==> src/rtl/aes_core_scheduler.sv <==
// -----------------------------------------------------------------------------
// aes_core_scheduler
// Shares one combinational AES_encryption core between two requesters.
// Round-robin grant in IDLE, registered drive of the core inputs for
// CORE_LATENCY cycles, then capture of the core output into a valid/ready
// response tagged with the owning requester id.
//
// Parameters
//   CORE_LATENCY : edges between core inputs registered and dataout sampled
//                  (legal range 1..15)
// Ports
//   clock, reset                 : rising-edge clock, async active-high reset
//   reqN_valid / reqN_ready      : job handshake for requester N (N = 0, 1)
//   reqN_text / reqN_key         : 128-bit plaintext and cipher key
//   core_plain_text / core_key   : registered drive to the shared core
//   core_dataout                 : ciphertext from the shared core
//   resp_valid / resp_ready      : response handshake
//   resp_data / resp_id          : ciphertext and owning requester id
//   busy                         : high whenever the FSM is not IDLE
// Build options
//   AES_SCHED_ZEROIZE_EN : clear the core inputs on the edge entering RESP
// -----------------------------------------------------------------------------
module aes_core_scheduler #(
   parameter  int unsigned CORE_LATENCY = 1,
   localparam int unsigned DATA_W       = 128
) (
   input  logic              clock,
   input  logic              reset,
   input  logic              req0_valid,
   output logic              req0_ready,
   input  logic [DATA_W-1:0] req0_text,
   input  logic [DATA_W-1:0] req0_key,
   input  logic              req1_valid,
   output logic              req1_ready,
   input  logic [DATA_W-1:0] req1_text,
   input  logic [DATA_W-1:0] req1_key,
   output logic [DATA_W-1:0] core_plain_text,
   output logic [DATA_W-1:0] core_key,
   input  logic [DATA_W-1:0] core_dataout,
   output logic              resp_valid,
   input  logic              resp_ready,
   output logic [DATA_W-1:0] resp_data,
   output logic              resp_id,
   output logic              busy
);

   localparam int unsigned CNT_W = 4;

   typedef enum logic [1:0] {
      ST_IDLE = 2'd0,
      ST_RUN  = 2'd1,
      ST_RESP = 2'd2
   } state_t;

   state_t             r_state;
   logic [CNT_W-1:0]   r_cnt;
   logic               r_last_grant;

   logic               w_any_valid;
   logic               w_grant;
   logic               w_idle;

   // Round-robin arbitration: a lone requester wins, contention goes to the
   // requester that was not served last.
   always_comb begin
      w_any_valid = req0_valid | req1_valid;
      w_grant     = 1'b0;
      if (req0_valid && req1_valid) begin
         w_grant = ~r_last_grant;
      end else if (req1_valid) begin
         w_grant = 1'b1;
      end
   end

   // Readies are held low while reset is asserted so nothing is offered
   // before the first post-reset edge.
   assign w_idle     = (r_state == ST_IDLE) && !reset;
   assign req0_ready = w_idle && req0_valid && !w_grant;
   assign req1_ready = w_idle && req1_valid &&  w_grant;

   // Scheduler FSM with registered core drive and response outputs.
   always_ff @(posedge clock or posedge reset) begin
      if (reset) begin
         r_state         <= ST_IDLE;
         r_cnt           <= '0;
         r_last_grant    <= 1'b1;
         core_plain_text <= '0;
         core_key        <= '0;
         resp_valid      <= 1'b0;
         resp_data       <= '0;
         resp_id         <= 1'b0;
         busy            <= 1'b0;
      end else begin
         case (r_state)
            ST_IDLE: begin
               if (w_any_valid) begin
                  core_plain_text <= w_grant ? req1_text : req0_text;
                  core_key        <= w_grant ? req1_key  : req0_key;
                  resp_id         <= w_grant;
                  r_last_grant    <= w_grant;
                  r_cnt           <= CNT_W'(CORE_LATENCY);
                  r_state         <= ST_RUN;
                  busy            <= 1'b1;
               end
            end

            ST_RUN: begin
               r_cnt <= r_cnt - CNT_W'(1);
               // Last settle cycle: the core output is now valid.
               if (r_cnt == CNT_W'(1)) begin
                  resp_data  <= core_dataout;
                  resp_valid <= 1'b1;
                  r_state    <= ST_RESP;
`ifdef AES_SCHED_ZEROIZE_EN
                  core_plain_text <= '0;
                  core_key        <= '0;
`else
                  core_plain_text <= core_plain_text;
                  core_key        <= core_key;
`endif
               end
            end

            ST_RESP: begin
               if (resp_ready) begin
                  resp_valid <= 1'b0;
                  r_state    <= ST_IDLE;
                  busy       <= 1'b0;
               end
            end

            default: begin
               r_state    <= ST_IDLE;
               resp_valid <= 1'b0;
               busy       <= 1'b0;
            end
         endcase
      end
   end

endmodule
==> config.mk <==
export PLATFORM = sky130hd
export DESIGN_NAME = aes_core_scheduler
export DESIGN_NICKNAME = d
export VERILOG_FILES = /design/src/rtl/aes_core_scheduler.sv
export SDC_FILE = /design/constraint.sdc
export NUM_CORES = 1
export LEC_CHECK = 0
export ABC_AREA = 1
export CORE_AREA = 2 2 397 399
export CTS_BUF_LIST = sky130_fd_sc_hd__clkbuf_4
export DETAILED_ROUTE_END_ITERATION = 7
export DIE_AREA = 0 0 399 401
export HOLD_SLACK_MARGIN = 0.1
export SLEW_MARGIN = 25
export SYNTH_ARGS = -nofsm -noshare
export SYNTH_HDL_FRONTEND = slang
export SYNTH_SLANG_ARGS = --single-unit
==> constraint.sdc <==
create_clock -name clock -period 22.8 [get_ports clock]
set_clock_uncertainty 0.15 [all_clocks]
set_input_delay 5.7 -clock clock [delete_from_list [all_inputs] [get_ports clock]]
set_output_delay 5.7 -clock clock [all_outputs]
set_load 0.1 [all_outputs]
==> metrics.md, run 1 <==
| Metric | Value |
|---|---|
| Reg2reg path depth | `8` |
| Post-Route Setup TNS | `0 ns` |
| WP buf/inv | `2` |
| Initial antenna violation count | `79` |
| Total CTS buffers | `121` |
| First-pass GRT wire length | `174900 µm` |
| Post-CTS Setup Bufs | `0` |
| Vias | `21560` |
| Crit path DAT | `9.09 ns` |
| CTS tree | `yes` |
| IO Port Bufs | `1033` |
| Sequential-to-total area share from yosys stat | `50.66%` |
| Most common cell after layout, fill and taps aside | `nand2_1` |
| CP most frequent cell | `clkdlybuf4s50_1` |
| Commonest non-fill, non-tap cells in the layout | `1172 x nand2_1, 949 x clkdlybuf4s50_1, 393 x dfrtp_1` |
| Core Rows | `145` |
| Crit-path slowest cell | `clkdlybuf4s50_1` |
| Fmax | `66.95 MHz` |
| Req. time, crit path | `16.95 ns` |
| Setup violations, final | `0` |
| RSZ-0062 raised after global routing | `no` |
| Die width | `399 µm` |
| Worst slack, placed | `7.764 ns` |
| Outcome | `completed` |
| DIE AREA | `160000 µm²` |
| Synthesized area | `19460 µm²` |
| CP startpoint | `req0_valid` |
| Remaining global-route overflow | `0` |
| WL per Instance | `22.84 µm` |
| Die H | `401 µm` |
| Critical path's largest stage delay | `1.15 ns` |
| Router iterations before antenna repair | `6` |
| Min-Delay Path Depth | `2` |
| Cts repair resizes | `0` |
| All-Layer GR Usage | `15.81%` |
| Worst r2r src | `r_last_grant` |
| Slew @ Worst Pin | `1.115 ns` |
| DRC viols | `0` |
| Worst Hold End | `core_key[49]` |
| Longest Clk Path Bufs | `3` |
| Synth Register Bits | `394` |
| Layout area overhead | `70.44%` |
| Cell family with most CP delay | `buffers and inverters` |
| Critical Path, Cell by Cell | `clkdlybuf4s50_1 > nand2_8 > nand2_4 > nand2_1 > nor2_1 > clkdlybuf4s50_1` |
| Starting Density | `12.50%` |
| Post-layout nets | `4199` |
| Share of cells above drive strength 1 | `8.384%` |
| Synth unique cells | `22` |
| Core Box Area | `155700 µm²` |
| Antenna Violating Nets Remaining | `0` |
| Reg-to-reg slack, setup | `18.26 ns` |
| Final hold violations | `0` |
| Post-Route WL | `130800 µm` |
| H-tree Lvls | `3` |
| Crit Path Class | `input pin to primary output` |
| CTS sink count | `394` |
| Max FO, Critical Path | `62` |
| Reg-to-reg endpoint | `core_plain_text[80]` |
| Max-Cap Viols | `0` |
| Root Driver | `clkbuf_4` |
| Fin worst setup slack | `7.864 ns` |
| Net Count, Synth | `3188` |
| HPWL after DPL | `103500 µm` |
| 1st-iter DRT viols | `1559` |
| Crit. End Element | `primary output` |
| Max-Slew Margin vs Limit | `25.45%` |
| CTS clk-pin slew, worst paths | `0.05 ns` |
| Hold WC Path Type | `flip-flop to flip-flop` |
| Warning count from the yosys run | `0` |
| Min Tclk post-route | `14.94 ns` |
| Worst setup SP type | `input pin` |
| IO Pins | `1034` |
| Final Max Slew Viols | `0` |
| Post-synthesis cell count | `2541` |
| Vias per inst | `3.765` |
| Placer Congestion | `0.9338` |
| Avg Inst Size Synth | `7.660 µm²` |
| Hold Buf Count CTS | `0` |
| Min-delay src | `core_key[49]` |
| Pin count of the biggest net entering global routing | `126` |
| Final Cycle Share | `65.51%` |
| Vias in the first global route | `21260` |
| Clk_lat worst skew | `1.02 ns` |
-- tightest hold or removal path: stages, from the launching register on --
cell and delay (ns):
dfrtp_1 0.34, nand2_1 0.05, nand2_1 0.05
-- how the worst max path moves through the flow --
| stage | to | slack, ns | depth (start not counted) |
|---|---|---|---|
| 6_report | req0_ready | 7.86 | 6 |
| 3_5_place_dp | req0_ready | 7.76 | 6 |
| 2_1_floorplan | req1_ready | 1.04 | 3 |
| 3_3_place_gp | req0_ready | 7.75 | 6 |
| 4_1_cts | req0_ready | 7.76 | 6 |
| 5_1_grt | req0_ready | 7.62 | 6 |
-- flip-flops by register name (all words and copies together), names as in the netlist --
signal,cells
r_cnt,4
core_plain_text,128
r_last_grant,1
resp_data,128
core_key,128
resp_id,1
r_state,2
busy,1
resp_valid,1
-- cells in the mapped netlist --
master / n / share of area (%)
nand2_1: 1173 / 23
dfrtp_1: 393 / 51
nand3_1: 264 / 6.8
inv_1: 262 / 5.1
nand3b_1: 256 / 9.9
buf_2: 88 / 2.3
clkbuf_1: 42 / 0.81
buf_4: 22 / 0.85
buf_1: 17 / 0.33
nor2_1: 8 / 0.15
ha_1: 2 / 0.13
inv_2: 2 / 0.039
nor2_4: 2 / 0.12
or2_2: 2 / 0.064
a21oi_1: 1 / 0.026
buf_6: 1 / 0.058
dfstp_2: 1 / 0.14
nand2_2: 1 / 0.032
nor2_2: 1 / 0.032
o21a_1: 1 / 0.039
o21ai_1: 1 / 0.026
o31ai_1: 1 / 0.039
-- cells by family (layout without fill, tap and decap cells) --
kind of cell / after synthesis / in the layout / synth area share [%]
adder cells (fa/ha/maj): 2 / 2 / 0.1285
other: 0 / 18 / 0
buffers and inverters: 434 / 1543 / 9.398
AO/OA/AOI/OAI: 4 / 4 / 0.1285
AND/OR/NAND/NOR: 1707 / 1707 / 39.68
flip-flops: 394 / 394 / 50.66
-- stage by stage --
stage | utilization, % | hold WS (ns) | instance area, µm² | std cells
after floorplan | - | 0.3039 | 19460 | 2541
after global placement | 20.31 | 0.3112 | 31620 | 5487
after detailed placement | 20.29 | 0.3136 | 31590 | 5487
after CTS | 21.29 | 0.3303 | 33130 | 5708
after global routing | 21.29 | 0.3462 | 33140 | 5713
final | 21.31 | 0.3253 | 33170 | 5726
-- final cells by class --
type                    instances  area, µm²
well taps                    2058       2575
fillers                     17330     122500
clock inverters                50      259.0
repair buffers               1058      10330
flip-flops and latches        394       9861
inverters                     264      998.5
diodes                         18      45.04
multi-input cells            1713       7824
clock buffers                 171       1284
-- routing by layer --
metal | global-route usage, % | wire length, µm
met3 | 5.229 | 12200
met5 | 0 | 109
met4 | 4.366 | 3333
met2 | 26.75 | 62870
met1 | 18.98 | 52250
Power of run 1 is left out: the tool's default activity adds up to more than one toggle a clock period on the data nets, which glitch-free logic cannot reach.
==> inputs of run 2 (changes only) <==
==> constraint.sdc (replaced) <==
create_clock -name clock -period 14.1 [get_ports clock]
set_clock_uncertainty 0.15 [all_clocks]
set_input_delay 3.525 -clock clock [delete_from_list [all_inputs] [get_ports clock]]
set_output_delay 3.525 -clock clock [all_outputs]
set_load 0.1 [all_outputs]
==> metrics.md, run 2 (synthesis results as in run 1) <==
| Metric | Value |
|---|---|
| Hold Buf Count CTS | `0` |
| Reg2reg path depth | `7` |
| Req. time, crit path | `10.43 ns` |
| IO Pins | `1034` |
| Max-Slew Margin vs Limit | `26.25%` |
| Reg-to-reg slack, setup | `9.94 ns` |
| Final Cycle Share | `75.45%` |
| Post-Route WL | `133100 µm` |
| Min-delay src | `resp_data[48]` |
| Share of cells above drive strength 1 | `8.892%` |
| Placer Congestion | `0.9297` |
| Pin count of the biggest net entering global routing | `152` |
| Die width | `399 µm` |
| DIE AREA | `160000 µm²` |
| DRC viols | `0` |
| Initial antenna violation count | `68` |
| Fill count | `17360` |
| Post-layout nets | `4208` |
| Clk_lat worst skew | `0.98 ns` |
| CTS clk-pin slew, worst paths | `0.05 ns` |
| Crit. End Element | `primary output` |
| Min Tclk post-route | `10.64 ns` |
| Root Driver | `clkbuf_4` |
| H-tree Lvls | `4` |
| First-pass GRT wire length | `177700 µm` |
| Core Rows | `145` |
| Setup violations, final | `0` |
| Post-CTS Setup Bufs | `0` |
| Cts repair resizes | `0` |
| Worst setup SP type | `input pin` |
| Final Max Slew Viols | `0` |
| Max FO, Critical Path | `109` |
| IO Port Bufs | `1033` |
| Min-Delay Path Depth | `2` |
| WL per Instance | `23.20 µm` |
| Core Box Area | `155700 µm²` |
| Most common cell after layout, fill and taps aside | `nand2_1` |
| Fmax | `94.00 MHz` |
| Die H | `401 µm` |
| Antenna Violating Nets Remaining | `0` |
| Router iterations before antenna repair | `5` |
| All-Layer GR Usage | `16.10%` |
| Max-Cap Viols | `0` |
| Top Registers | `core_key: 128 flops, core_plain_text: 128 flops, resp_data: 128 flops` |
| Hold Worst Slack | `0.3192 ns` |
| Total CTS buffers | `131` |
| CTS tree | `yes` |
| Crit path DAT | `6.96 ns` |
| Final hold violations | `0` |
| 1st-iter DRT viols | `1430` |
| Vias | `21500` |
| RSZ-0062 raised after global routing | `no` |
| Remaining global-route overflow | `0` |
| Slew @ Worst Pin | `1.103 ns` |
| Worst r2r src | `r_last_grant` |
| HPWL after DPL | `103700 µm` |
| Layout area overhead | `71.39%` |
| Worst Hold End | `resp_data[48]` |
| Commonest non-fill, non-tap cells in the layout | `1172 x nand2_1, 946 x clkdlybuf4s50_1, 393 x dfrtp_1` |
| Starting Density | `12.50%` |
| Crit Path Class | `input pin to primary output` |
| Vias in the first global route | `21400` |
| CTS sink count | `394` |
| Reg-to-reg endpoint | `core_plain_text[82]` |
| Outcome | `completed` |
| Longest Clk Path Bufs | `3` |
| Hold WC Path Type | `flip-flop to flip-flop` |
| Post-Route Setup TNS | `0 ns` |
| Vias per inst | `3.748` |
[run 2: worst max-delay path by stage]
stage / depth (start not counted) / to / startpoint / slack (ns)
after global routing: 5 / req1_ready / req0_valid / 3.29
final: 5 / req1_ready / req0_valid / 3.46
after global placement: 5 / req1_ready / req0_valid / 3.57
after floorplan: 3 / req0_ready / reset / 0.26
after CTS: 5 / req1_ready / req0_valid / 3.49
after detailed placement: 5 / req1_ready / req0_valid / 3.51
[run 2: area by class of cell]
cell class                 instances  area, µm²  area share [%]
clock buffer                     182       1366           4.096
inverter                         264      994.7           2.982
antenna                           24      60.06          0.1800
multi-input combinational       1713       7824           23.45
timing repair buffer            1057      10340           30.99
sequential                       394       9861           29.56
clock inverter                    45      340.3           1.020
tap                             2058       2575           7.719
[run 2: critical path, stage by stage]
cell and delay (ns):
clkdlybuf4s50_1 0.61, nand2_8 0.59, nand2_4 0.62, nor2_1 0.30, clkdlybuf4s50_1 1.18
[run 2: per-layer routing]
layer / vias up / global-route usage, % / wire length (µm)
li1: 9928 / - / -
met5: - / 0 / 166
met1: 10340 / 19.02 / 53670
met4: 26 / 5.448 / 3704
met2: 962 / 26.61 / 63570
met3: 249 / 6.030 / 11990
[run 2: per-stage QoR]
step	utilization, %	setup slack (ns)	instances	area (µm²)
global placement	20.32	3.567	5485	31630
floorplan	-	0.2591	2541	19470
finish	21.43	3.461	5737	33360
detailed placement	20.28	3.507	5485	31560
global route	21.42	3.292	5729	33340
CTS	21.37	3.493	5712	33270
Power of run 2 is left out for the same reason.
==> inputs of run 3 (changes only) <==
==> constraint.sdc (replaced) <==
create_clock -name clock -period 10.7 [get_ports clock]
set_clock_uncertainty 0.15 [all_clocks]
set_input_delay 2.675 -clock clock [delete_from_list [all_inputs] [get_ports clock]]
set_output_delay 2.675 -clock clock [all_outputs]
set_load 0.1 [all_outputs]
==> metrics.md, run 3 (synthesis results as in run 1) <==
| Metric | Value |
|---|---|
| Outcome | `completed` |
| Share of cells above drive strength 1 | `8.748%` |
| WL per Instance | `22.38 µm` |
| Final Max Slew Viols | `0` |
| Setup violations, final | `0` |
| Crit-path slowest cell | `nand2_4` |
| All-Layer GR Usage | `15.53%` |
| WP buf/inv | `2` |
| Critical path's largest stage delay | `0.82 ns` |
| IO Port Bufs | `1033` |
| Max-Cap Viols | `0` |
| Hold Worst Slack | `0.3250 ns` |
| Post-layout nets | `4206` |
| Post-Route WL | `127900 µm` |
| Vias | `21520` |
| RSZ-0062 raised after global routing | `no` |
| Req. time, crit path | `7.88 ns` |
| Fmax | `114.9 MHz` |
| Cts repair resizes | `0` |
| Crit. End Element | `primary output` |
| Cell family with most CP delay | `simple AND/OR/NAND/NOR gates` |
| Max FO, Critical Path | `115` |
| Core Box Area | `155700 µm²` |
| Die width | `399 µm` |
| HPWL after DPL | `100200 µm` |
| Crit path DAT | `5.88 ns` |
| Final Cycle Share | `81.33%` |
| Vias per inst | `3.764` |
| Clk_lat worst skew | `1.02 ns` |
| Hold WC Path Type | `flip-flop to flip-flop` |
| Placer Congestion | `0.9420` |
| Root Driver | `clkbuf_4` |
| Antenna Violating Nets Remaining | `0` |
| Max-Slew Margin vs Limit | `26.13%` |
| Crit Path Class | `input pin to primary output` |
| Layout area overhead | `70.53%` |
| Min Tclk post-route | `8.702 ns` |
| Initial antenna violation count | `69` |
| Pin count of the biggest net entering global routing | `147` |
| CTS tree | `yes` |
| Starting Density | `12.50%` |
| Final hold violations | `0` |
| Total CTS buffers | `130` |
| Commonest non-fill, non-tap cells in the layout | `1172 x nand2_1, 941 x clkdlybuf4s50_1, 393 x dfrtp_1` |
| Die H | `401 µm` |
| Vias in the first global route | `21390` |
| DIE AREA | `160000 µm²` |
| Final core utilization | `21.32%` |
| Core Rows | `145` |
| Fill count | `17330` |
| First-pass GRT wire length | `173500 µm` |
| Router iterations before antenna repair | `8` |
| 1st-iter DRT viols | `1747` |
| Hold Buf Count CTS | `0` |
| Worst setup SP type | `input pin` |
| IO Pins | `1034` |
| H-tree Lvls | `4` |
| CTS clk-pin slew, worst paths | `0.06 ns` |
| Critical Path, Cell by Cell | `clkdlybuf4s50_1 > nand2_8 > nand2_4 > nand2_1 > nor2_1 > buf_4` |
| Remaining global-route overflow | `0` |
| Post-CTS Setup Bufs | `0` |
| Most common cell after layout, fill and taps aside | `nand2_1` |
| Top Registers | `core_key: 128 flops, core_plain_text: 128 flops, resp_data: 128 flops` |
| Slew @ Worst Pin | `1.105 ns` |
| Longest Clk Path Bufs | `3` |
| DRC viols | `0` |
| CTS sink count | `394` |
-- run 3: changes by cell type in the layout (fill, tap and decap cells not counted), moves of 2 or more --
cell,change
buf_2,-7
clkinv_1,-8
clkinvlp_4,+2
clkbuf_4,-9
buf_4,+11
buf_6,+2
inv_2,+2
clkdlybuf4s50_1,-5
inv_6,-5
-- run 3: path summary, 6_finish.rpt --
kind | start | endpoint | slack (ns) | cells past startpoint
max | req0_valid | req0_ready | 2.00 | 6
min reg2reg | resp_data[93] | resp_data[93] | 0.32 | 2
min in group asynchronous | reset | resp_id | 1.82 | 2
min | resp_data[93] | resp_data[93] | 0.32 | 2
max reg2reg | r_last_grant | core_plain_text[52] | 7.24 | 6
max in group asynchronous | reset | core_plain_text[6] | 5.94 | 5
-- run 3: through the flow --
stage | instances | setup TNS (ns) | area (µm²) | setup slack, ns
3_5_place_dp | 5485 | 0 | 31570 | 1.819
3_3_place_gp | 5485 | 0 | 31610 | 1.844
6_report | 5717 | 0 | 33190 | 1.998
2_1_floorplan | 2541 | -2.634 | 19470 | -1.319
5_1_grt | 5707 | 0 | 33170 | 1.820
4_1_cts | 5693 | 0 | 33130 | 1.813
-- run 3: worst min-delay path, delay by kind of cell (launching register included) --
kind	cells	cell delay, ns
flip-flops	1	0.34
AND/OR/NAND/NOR	2	0.10
-- run 3: layer usage --
| layer | global-route usage (%) | share of wire (%) | routed length, µm | vias up |
|---|---|---|---|---|
| met5 | 0 | 0.13 | 164 | - |
| met4 | 4.801 | 2.6 | 3266 | 24 |
| met3 | 4.989 | 8.4 | 10730 | 241 |
| met2 | 25.34 | 47 | 60210 | 1020 |
| met1 | 19.32 | 42 | 53540 | 10310 |
| li1 | - | - | - | 9931 |
-- run 3: final cells by class --
class	instances	area, µm²	area share (%)
antenna	24	60.06	0.1809
clock buffer	173	1299	3.913
clock inverter	35	269.0	0.8105
inverter	264	994.7	2.997
multi-input combinational	1713	7824	23.57
sequential	394	9861	29.71
tap	2058	2575	7.758
timing repair buffer	1056	10310	31.06
Power of run 3 is left out for the same reason.
